### src/rtl/float_pkg.sv
// Shared definitions for the float operator and its result buffer.
package float_pkg;

    localparam int FLOAT_WIDTH = 32;

    // Operation codes understood by the upstream float operator.
    typedef enum logic [2:0] {
        OP_ADD  = 3'd0,
        OP_SUB  = 3'd1,
        OP_MUL  = 3'd2,
        OP_DIV  = 3'd3,
        OP_LESS = 3'd4
    } float_op_e;

    // Bits needed to hold a count from 0 to depth inclusive.
    function automatic int cnt_w(input int depth);
        return $clog2(depth + 1);
    endfunction

endpackage

### src/rtl/float_result_buffer_fifo_mem.sv
// DEPTH x WIDTH storage for the result buffer: one write port, asynchronous read port.
module fifo_mem
    import float_pkg::*;
#(
    parameter int DEPTH = 8,
    parameter int WIDTH = FLOAT_WIDTH,
    localparam int AW   = $clog2(DEPTH)
) (
    input  logic             i_clk,
    input  logic             i_we,
    input  logic [AW-1:0]    i_waddr,
    input  logic [WIDTH-1:0] i_wdata,
    input  logic [AW-1:0]    i_raddr,
    output logic [WIDTH-1:0] o_rdata
);

    // Storage is deliberately not reset; validity is tracked by the count.
    logic [WIDTH-1:0] r_mem [DEPTH];

    always_ff @(posedge i_clk) begin
        if (i_we) begin
            r_mem[i_waddr] <= i_wdata;
        end
    end

    assign o_rdata = r_mem[i_raddr];

endmodule

### src/rtl/float_result_buffer.sv
// Catches every result pulse from the fixed-latency float operator and hands it
// to the consumer over valid/ready, granting issue credits so the FIFO cannot overflow.
module float_result_buffer
    import float_pkg::*;
#(
    parameter int DEPTH   = 8,
    parameter int LATENCY = 5,
    parameter int WIDTH   = FLOAT_WIDTH,
    localparam int CW     = cnt_w(DEPTH)
) (
    input  logic             clk,
    input  logic             rst_n,
    input  logic             issue,
    output logic             issue_ok,
    input  logic             done,
    input  logic [WIDTH-1:0] result,
    output logic             out_valid,
    output logic [WIDTH-1:0] out_data,
    input  logic             out_ready,
    output logic [CW-1:0]    count,
    output logic [CW-1:0]    inflight,
    output logic             overflow,
    output logic             issue_err
);

    localparam int AW                = $clog2(DEPTH);
    localparam logic [CW-1:0] DEPTH_C = CW'(DEPTH);
    localparam logic [CW-1:0] ONE_C   = CW'(1);
    localparam logic [AW-1:0] PTR_ONE = AW'(1);

    logic [AW-1:0] r_wr_ptr;
    logic [AW-1:0] r_rd_ptr;
    logic [CW-1:0] r_count;
    logic [CW-1:0] r_inflight;
    logic          r_overflow;
    logic          r_issue_err;

    logic          w_full;
    logic          w_pop;
    logic          w_push;
    logic          w_drop;
    logic          w_issue_ok;
    logic [CW:0]   w_occupancy;
    logic [CW-1:0] w_count_nxt;
    logic [CW-1:0] w_inflight_nxt;
    logic [WIDTH-1:0] w_rdata;

    // Consumer handshake: a word transfers on every rising edge where out_valid
    // and out_ready are both high; out_valid never looks at out_ready, and
    // out_data holds the same head word while out_valid && !out_ready.
    assign w_full = (r_count == DEPTH_C);
    assign w_pop  = (r_count != '0) && out_ready;
    // A pop in the same cycle frees the slot a push into a full FIFO needs.
    assign w_push = done && (!w_full || w_pop);
    assign w_drop = done && w_full && !w_pop;

    // Credit uses registered state only, so a same-cycle pop earns nothing yet.
    assign w_occupancy = {1'b0, r_count} + {1'b0, r_inflight};
    assign w_issue_ok  = (w_occupancy < {1'b0, DEPTH_C});

    always_comb begin
        w_count_nxt = r_count;
        if (w_push && !w_pop) begin
            w_count_nxt = r_count + ONE_C;
        end else if (!w_push && w_pop) begin
            w_count_nxt = r_count - ONE_C;
        end
    end

    // Saturate at zero for orphan dones that drain out after a reset.
    always_comb begin
        w_inflight_nxt = r_inflight;
        if (issue && !done && (r_inflight != DEPTH_C)) begin
            w_inflight_nxt = r_inflight + ONE_C;
        end else if (done && !issue && (r_inflight != '0)) begin
            w_inflight_nxt = r_inflight - ONE_C;
        end
    end

    always_ff @(posedge clk or negedge rst_n) begin
        if (!rst_n) begin
            r_wr_ptr    <= '0;
            r_rd_ptr    <= '0;
            r_count     <= '0;
            r_inflight  <= '0;
            r_overflow  <= 1'b0;
            r_issue_err <= 1'b0;
        end else begin
            if (w_push) begin
                r_wr_ptr <= r_wr_ptr + PTR_ONE;
            end
            if (w_pop) begin
                r_rd_ptr <= r_rd_ptr + PTR_ONE;
            end
            r_count    <= w_count_nxt;
            r_inflight <= w_inflight_nxt;
            if (w_drop) begin
                r_overflow <= 1'b1;
            end
            if (issue && !w_issue_ok) begin
                r_issue_err <= 1'b1;
            end
        end
    end

    // Wrap-by-overflow of the pointers relies on DEPTH being a power of two.
    always_ff @(posedge clk) begin
        assert (LATENCY >= 1 && DEPTH >= 2 && (DEPTH & (DEPTH - 1)) == 0);
    end

    fifo_mem #(
        .DEPTH (DEPTH),
        .WIDTH (WIDTH)
    ) u_mem (
        .i_clk   (clk),
        .i_we    (w_push),
        .i_waddr (r_wr_ptr),
        .i_wdata (result),
        .i_raddr (r_rd_ptr),
        .o_rdata (w_rdata)
    );

    assign issue_ok  = w_issue_ok;
    assign out_valid = (r_count != '0);
    assign out_data  = w_rdata;
    assign count     = r_count;
    assign inflight  = r_inflight;
    assign overflow  = r_overflow;
    assign issue_err = r_issue_err;

endmodule

### config.mk
export PLATFORM = sky130hd
export DESIGN_NAME = float_result_buffer
export DESIGN_NICKNAME = d
export VERILOG_FILES = /design/src/rtl/float_pkg.sv /design/src/rtl/float_result_buffer_fifo_mem.sv /design/src/rtl/float_result_buffer.sv
export SDC_FILE = /design/constraint.sdc
export NUM_CORES = 1
export LEC_CHECK = 0
export ABC_AREA = 1
export CORE_ASPECT_RATIO = 1.75
export CORE_MARGIN = 2
export CORE_UTILIZATION = 60
export CTS_CLUSTER_SIZE = 24
export DETAILED_ROUTE_END_ITERATION = 7
export PLACE_DENSITY = 0.81
export SYNTH_ARGS = -nofsm -noshare
export SYNTH_HDL_FRONTEND = slang
export SYNTH_HIERARCHICAL = 1
export SYNTH_SLANG_ARGS = --single-unit
### constraint.sdc
create_clock -name clk -period 7.7 [get_ports clk]
set_input_delay 1.54 -clock clk [delete_from_list [all_inputs] [get_ports clk]]
set_output_delay 1.54 -clock clk [all_outputs]
set_load 0.01 [all_outputs]
==> summary.txt, run 1 <==
Global routing
  – Pin count of the biggest net entering global routing: a little under 80
  – Total GRT Usage: 0.2345
  – Vias in the first global route: between 8,000 and 9,000
  – Gr ovfl total: 0
  – First-pass GRT wire length: approximately 40,000 um
  – Antenna violations before repair: 0

CTS
  – Clock net sink count: approximately 270
  – Setup Fix Bufs, Post-CTS: 0
  – CTS resizes: 0
  – TritonCTS Buffers: 22
  – Root buf cell: clkbuf_16
  – Hold buffers post-CTS: 0
  – CTS Buffer Depth: 3
  – CTS tree: yes
  – CTS clk-pin slew, worst paths: ~0.070 ns
  – CTS H-tree lvls: 1
  – Clock Latency Late Sink: 0.52 ns

Floorplanning
  – Die span in y: between 150 and 200 um
  – Die area: around 0.022 sq mm
  – DIE WIDTH: between 100 and 150 um
  – Core Region: slightly above 0.02 sq mm
  – Rows: 69
  – I/O pin cnt: between 80 and 90
  – Starting Density: 0.6071

Worst setup path
  – Slowest library cell on the worst path: dfrtp_4
  – CP Buf/Inv Count: 3
  – Crit start category: register
  – Top delay family on crit path: buffers and inverters
  – Critical Path Max Stage Delay: 0.90 ns
  – CP required: 6.16 ns
  – Crit path kind: reg -> out
  – CP endpoint kind: primary output
  – Critical Path AT: approximately 4.0 ns
  – CP Max Fanout: 76
  – CP cell instances: clkinv_2, buf_4, nand2_1, nand3_1, nand2_1, nand2_1, nand2_1, clkdlybuf4s50_1
  – CP most frequent cell: nand2_1

Yosys
  – Most used DFF post-synth: edfxtp_1
  – Top cells by instance count after synthesis: 455 x nand2_1, 269 x inv_1, 256 x edfxtp_1
  – Ys Warns: 6
  – EDFF count, synth: about 260
  – Count leader, synth: nand2_1
  – Synth area leader: edfxtp_1
  – Cell variety after synth: 28
  – Synth top area share: 0.6267
  – Synth Area per Inst: between 9 and 10 sq um
  – Post-synthesis cell count: 1,240
  – Largest cells by area after synthesis: edfxtp_1 63%, nand2_1 14%, inv_1 8.2%
  – Yosys reg bits: between 200 and 300
  – Post-synthesis sequential area ratio: 0.6594
  – Async SR Flop Fraction: 0.05882
  – Net Count, Synth: 1,289
  – Synth Cell Area: 0.01227 sq mm

Detailed routing
  – Vias per cell: around 5.3
  – DRT antenna net count: 0
  – Final wirelength: 25,260 um
  – DRT Pass-1 Iters: 5
  – Number of DRC markers in iteration 0: 842
  – Vias post-DR: between 8,000 and 9,000
  – Avg WL per Cell: approximately 16 um
  – DRC errors left: 0

Power and ir drop
  – Pwr/cell area: ~370 mW/mm^2
  – Total leakage power: 0.006368 uW
  – Peak VDD IR: between 0.0003 and 0.0004 V

Placed design
  – Port bufs: 80
  – Placer Congestion: 0.7848
  – Detailed Place HPWL: approximately 14,000 um
  – Pre-CTS WS: approximately 2.8 ns
  – DP Area: between 0.01 and 0.015 sq mm

Final layout
  – Final instance area: around 0.014 sq mm
  – FF+latch area: roughly 0.0081 sq mm
  – Synth-to-Final Area Change: 13.93%
  – # fillers: about 1,400
  – Nets: between 1,000 and 1,500
  – Diodes inserted: 0
  – Share of post-route cells with drive strength above 1: 0.05882
  – Area of the multi-input gates: 0.002903 sq mm

Timing
  – Final worst setup slack: 2.185 ns
  – Max Clk Rate: 181.3 MHz
  – Worst slew pin tran: between 0.8 and 0.9 ns
  – Final min period: 5.515 ns
  – Slew HR: 0.4164
  – Hold Violations, Final: 0
  – # setup viols final: 0
  – Fin Setup TNS: 0 ns
  – Clock Skew: ~0.009 ns
  – Slew Viols, Final: 0
  – RSZ-0062 raised after global routing: false
  – Tcrit/Tclk final: 0.7163

Run
  – MaxCap Viol Count: 0

Hold path
  – Hold Path Class: reg -> reg

Run status
  – Status: complete, no violations
area by class of cell:
cell class,instances,share of cell area
flip-flops and latches,272,0.5791
multi-input cells,646,0.2077
inverters,274,0.07369
repair buffers,94,0.06482
clock buffers,25,0.04172
well taps,248,0.02220
clock inverters,15,0.01074
report_power, final:
group          switching [uW]  total (uW)  internal, uW  leakage (uW)
combinational            1260        2040           781       0.00349
sequential                153        2010          1860       0.00251
clock                     506        1130           624      0.000363
flip-flops by register name, indices dropped and copies added (netlist names):
register and count:
count 4, inflight 4, issue_err 1, overflow 1, r_rd_ptr 3, r_wr_ptr 3, u_mem/r_mem 256
path summary, 6_finish.rpt:
| path | start | slack (ns) | cells past startpoint | to |
|---|---|---|---|---|
| worst max-delay path | r_rd_ptr[0] | 2.18 | 8 | out_data[5] |
| worst min-delay path | overflow | 0.48 | 1 | overflow |
| worst max register to register | count[0] | 5.14 | 7 | u_mem/r_mem[1][6] |
| worst min register to register | overflow | 0.48 | 1 | overflow |
| max in group asynchronous | rst_n | 5.62 | 1 | r_rd_ptr[0] |
| min in group asynchronous | rst_n | 1.49 | 1 | inflight[2] |
stage by stage:
| stage | instances | total power [uW] | hold slack [ns] | utilization |
|---|---|---|---|---|
| floorplan | 1240 | 3324 | 0.4439 | - |
| global placement | 1534 | 4012 | 0.4603 | 0.6555 |
| detailed placement | 1534 | 4065 | 0.4613 | 0.6555 |
| CTS | 1574 | 5200 | 0.4879 | 0.6918 |
| global route | 1574 | 5514 | 0.5059 | 0.6918 |
| finish | 1574 | 5186 | 0.4804 | 0.6918 |
cells by family (layout without fill, tap and decap cells):
| logic type | Yosys count | in the layout | synth area share |
|---|---|---|---|
| buffers and inverters | 322 | 408 | 0.1088 |
| XOR/XNOR | 8 | 8 | 0.005713 |
| adder cells (fa/ha/maj) | 12 | 12 | 0.01347 |
| AND/OR/NAND/NOR | 621 | 621 | 0.2098 |
| AO/OA/AOI/OAI | 5 | 5 | 0.002754 |
| flip-flops | 272 | 272 | 0.6594 |
cell usage in the layout, fill, tap and decap left out, types with 6 or more instances in the layout:
master / Yosys / layout
buf_4: 5 / 14
clkbuf_16: 0 / 23
clkdlybuf4s50_1: 0 / 80
dfrtp_1: 16 / 14
edfxtp_1: 256 / 256
ha_1: 10 / 10
inv_1: 269 / 268
nand2_1: 455 / 455
nand3_1: 139 / 139
nor2_4: 1 / 9
xnor2_1: 6 / 6
metal layers:
layer	wire length (um)	GRT usage
met1	9211	0.2680
met2	13510	0.4358
met3	1754	0.03251
met4	783	0.1055
met5	0	0
No activity file was read; power rests on OpenSTA's default activity.
==> run 2, diff against run 1 <==
--- a/config.mk
+++ b/config.mk
@@ -8,10 +8,10 @@
 export ABC_AREA = 1
 export CORE_ASPECT_RATIO = 1.75
 export CORE_MARGIN = 2
-export CORE_UTILIZATION = 60
+export CORE_UTILIZATION = 53
 export CTS_CLUSTER_SIZE = 24
 export DETAILED_ROUTE_END_ITERATION = 7
-export PLACE_DENSITY = 0.81
+export PLACE_DENSITY = 0.76
 export SYNTH_ARGS = -nofsm -noshare
 export SYNTH_HDL_FRONTEND = slang
 export SYNTH_HIERARCHICAL = 1
==> constraint.sdc (replaced) <==
create_clock -name clk -period 4.9 [get_ports clk]
set_input_delay 0.98 -clock clk [delete_from_list [all_inputs] [get_ports clk]]
set_output_delay 0.98 -clock clk [all_outputs]
set_load 0.01 [all_outputs]
==> run 2 against run 1 <==
  * Global-route usage is 2.0 points lower
  * Largest cell class unchanged
  * Worst hold slack better by 0.0022 ns
  * Combinational power up 61%
  * Clock skew grew 0.0059 ns
  * Non-clock buffer count down 4
  * Flip-flop and latch count unchanged
  * Die area up 13%
  * First-iteration DRC count shrank 28%
  * Cell count increased by 3.3%
==> summary.txt, run 2 (synthesis gave the netlist of run 1 again) <==
Placed design
  – Placed cell count: 1,582 (+3.1%)
  – Placer Congestion: 0.7782 (-0.84%)
  – Detailed Place HPWL: 14,570 um (+6.3%)
  – Pre-CTS WS: 1.273 ns (-1.516 ns)
  – Port bufs: 80 (unchanged)

Timing
  – Clock Skew: 0.01489 ns (+0.005936 ns)
  – Hold Violations, Final: 0 (unchanged)
  – Tcrit/Tclk final: 0.8511
  – Slew HR: 0.2199 (-0.1964)
  – Fin Setup TNS: 0 ns (unchanged)
  – Final worst setup slack: 0.7298 ns (-1.455 ns)
  – RSZ-0062 raised after global routing: false
  – # setup viols final: 0 (unchanged)
  – Final min period: between 4 and 5 ns
  – Worst slew pin tran: 1.167 ns (+0.2919 ns)
  – Slew Viols, Final: 0 (unchanged)
  – Max Clk Rate: around 240 MHz

Global routing
  – Gr ovfl total: 0 (unchanged)
  – Gr busiest metal: met2
  – GRT met3 Usage: 0.03409 (+0.001581)
  – GR Layer Usage met1: 0.2347 (-0.03326)
  – Antenna violations before repair: 1 (+1)
  – M2 GR Usage: 0.4072 (-0.02860)
  – Pin count of the biggest net entering global routing: 87 (+13%)
  – Total GRT Usage: 0.2143 (-0.02023)
  – Vias in the first global route: 8,291 (-0.41%)
  – First-pass GRT wire length: 41,030 um (+2.8%)

Hold path
  – Hold depth: 1 (unchanged)
  – Hold Path Class: reg -> reg
  – Hold worst-path end: issue_err
  – Min-delay src: issue_err

Floorplanning
  – Die area: 0.02442 sq mm (+13%)
  – Starting Density: 0.5393 (-0.06784)
  – Core Region: 0.02274 sq mm (+13%)
  – Rows: 73 (+5.8%)
  – DIE WIDTH: 119.0 um (+6.2%)
  – Die span in y: 205.2 um (+6.3%)
  – I/O pin cnt: 81 (unchanged)

Worst setup path
  – R2r setup slk: 2.41 ns (-2.73 ns)
  – Origin of the critical flop-to-flop path: count[0]
  – Critical Path Max Stage Delay: 0.73 ns (-0.17 ns)
  – Crit start category: register
  – Critical Path AT: 3.19 ns (-0.79 ns)
  – Top delay family on crit path: buffers and inverters
  – CP Buf/Inv Count: 3 (unchanged)
  – CP required: 3.92 ns (-2.24 ns)
  – Slowest library cell on the worst path: buf_4
  – CP most frequent cell: nand2_1
  – FF-to-FF End: u_mem/r_mem[6][1]
  – CP cell instances: buf_4, buf_4, nand2_1, nand3_1, nand2_1, nand2_1, nand2_1, clkdlybuf4s50_1
  – Crit path kind: reg -> out
  – CP Max Fanout: 74 (-2.6%)
  – Worst-case reg-to-reg path depth: 7 (unchanged)
  – CP endpoint kind: primary output

Final layout
  – Share of post-route cells with drive strength above 1: 0.05882 (unchanged)
  – Most common cell after layout, fill and taps aside: nand2_1
  – Final Non-Filler Cells: 1,626 (+3.3%)
  – Max FFs per register: 256 (unchanged)
  – Synth-to-Final Area Change: 14.98%
  – Nets: 1,357 (-0.15%)
  – Most frequent cells in the layout: 455 x nand2_1, 269 x inv_1, 256 x edfxtp_1, 139 x nand3_1, 80 x clkdlybuf4s50_1
  – Reg with most FFs: u_mem/r_mem
  – Diodes inserted: 0 (unchanged)
  – # fillers: 1,706 (+22%)

Run
  – MaxCap Viol Count: 0 (unchanged)

CTS
  – CTS Buffer Depth: 3 (unchanged)
  – CTS clk-pin slew, worst paths: 0.07 ns (about the same)
  – CTS tree: yes
  – CTS resizes: 0 (unchanged)
  – CTS H-tree lvls: 1 (unchanged)
  – Root buf cell: clkbuf_16
  – Clock Latency Late Sink: 0.52 ns (about the same)
  – Setup Fix Bufs, Post-CTS: 0 (unchanged)
  – Clock net sink count: 272 (unchanged)
  – Hold buffers post-CTS: 0 (unchanged)
  – TritonCTS Buffers: 24 (+9.1%)

Detailed routing
  – Avg WL per Cell: 15.64 um (-2.5%)
  – DRT antenna net count: 0 (unchanged)
  – Vias post-DR: 8,166 (-1.5%)
  – DRC errors left: 0 (unchanged)
  – Number of DRC markers in iteration 0: 608 (-28%)
  – Vias per cell: 5.022 (-4.6%)
  – DRT Pass-1 Iters: 5 (unchanged)
  – Final wirelength: 25,440 um (+0.70%)

Power and ir drop
  – Total leakage power: 0.006397 uW (+0.45%)
  – Peak VDD IR: 0.0003628 V (+15%)
  – Pwr/cell area: 586.2 mW/mm^2 (+58%)

Run status
  – Status: complete, no violations
run 2: cell count changes in the layout (fill, tap and decap cells not counted), sizes merged:
cell / change
buf: -4
clkbuf: +3
clkinv: +1
clkinvlp: +1
inv: -1
run 2: area by class of cell:
cell class	instances	area [sq um]	area share
clock buffer	28	679.4	0.04818
clock inverter	16	133.9	0.009493
inverter	274	1030	0.07302
multi-input combinational	646	2903	0.2058
sequential	272	8093	0.5739
tap	300	375.4	0.02662
timing repair buffer	90	888.4	0.06299
run 2: per-layer routing:
metal / wire (um) / share of wire
met1: 9299 / 0.37
met2: 13870 / 0.55
met3: 1425 / 0.056
met4: 840 / 0.033
met5: 0 / 0
run 2: power by group:
| group | switching [uW] | internal (uW) | leakage [uW] | total [uW] |
|---|---|---|---|---|
| Sequential | 157 | 2930 | 0.00251 | 3090 |
| Combinational | 2050 | 1230 | 0.00348 | 3280 |
| Clock | 797 | 1100 | 0.000406 | 1900 |
| Total | 3010 | 5260 | 0.00640 | 8270 |
run 2: worst max path at each step:
stage                                    to   startpoint  slack (ns)  cells past startpoint
after floorplan           u_mem/r_mem[1][0]    out_ready        1.75                      6
after global placement         out_data[30]  r_rd_ptr[0]        1.34                      8
after detailed placement       out_data[30]  r_rd_ptr[0]        1.27                      8
after CTS                      out_data[30]  r_rd_ptr[0]        0.73                      8
after global routing           out_data[30]  r_rd_ptr[0]        0.54                      8
final                           out_data[0]  r_rd_ptr[0]        0.73                      8
run 2: worst reg2reg max path, cell delays in order, from the launching register on:
cell     delay, ns
dfrtp_1       0.52
nor2_4        0.08
nand3_2       0.08
nand2_2       0.10
inv_2         0.10
nand2_1       0.23
nor2_4        0.63
buf_4         0.44
run 2: per-stage QoR:
stage | instance area [sq um] | hold slack, ns | power (uW) | util
after detailed placement | 13290 | 0.4667 | 6409 | 0.5843
after floorplan | 12270 | 0.4439 | 5224 | -
after global placement | 13290 | 0.4609 | 6333 | 0.5843
after CTS | 14100 | 0.4824 | 8322 | 0.6201
final | 14100 | 0.4826 | 8266 | 0.6201
after global routing | 14100 | 0.4858 | 8804 | 0.6201
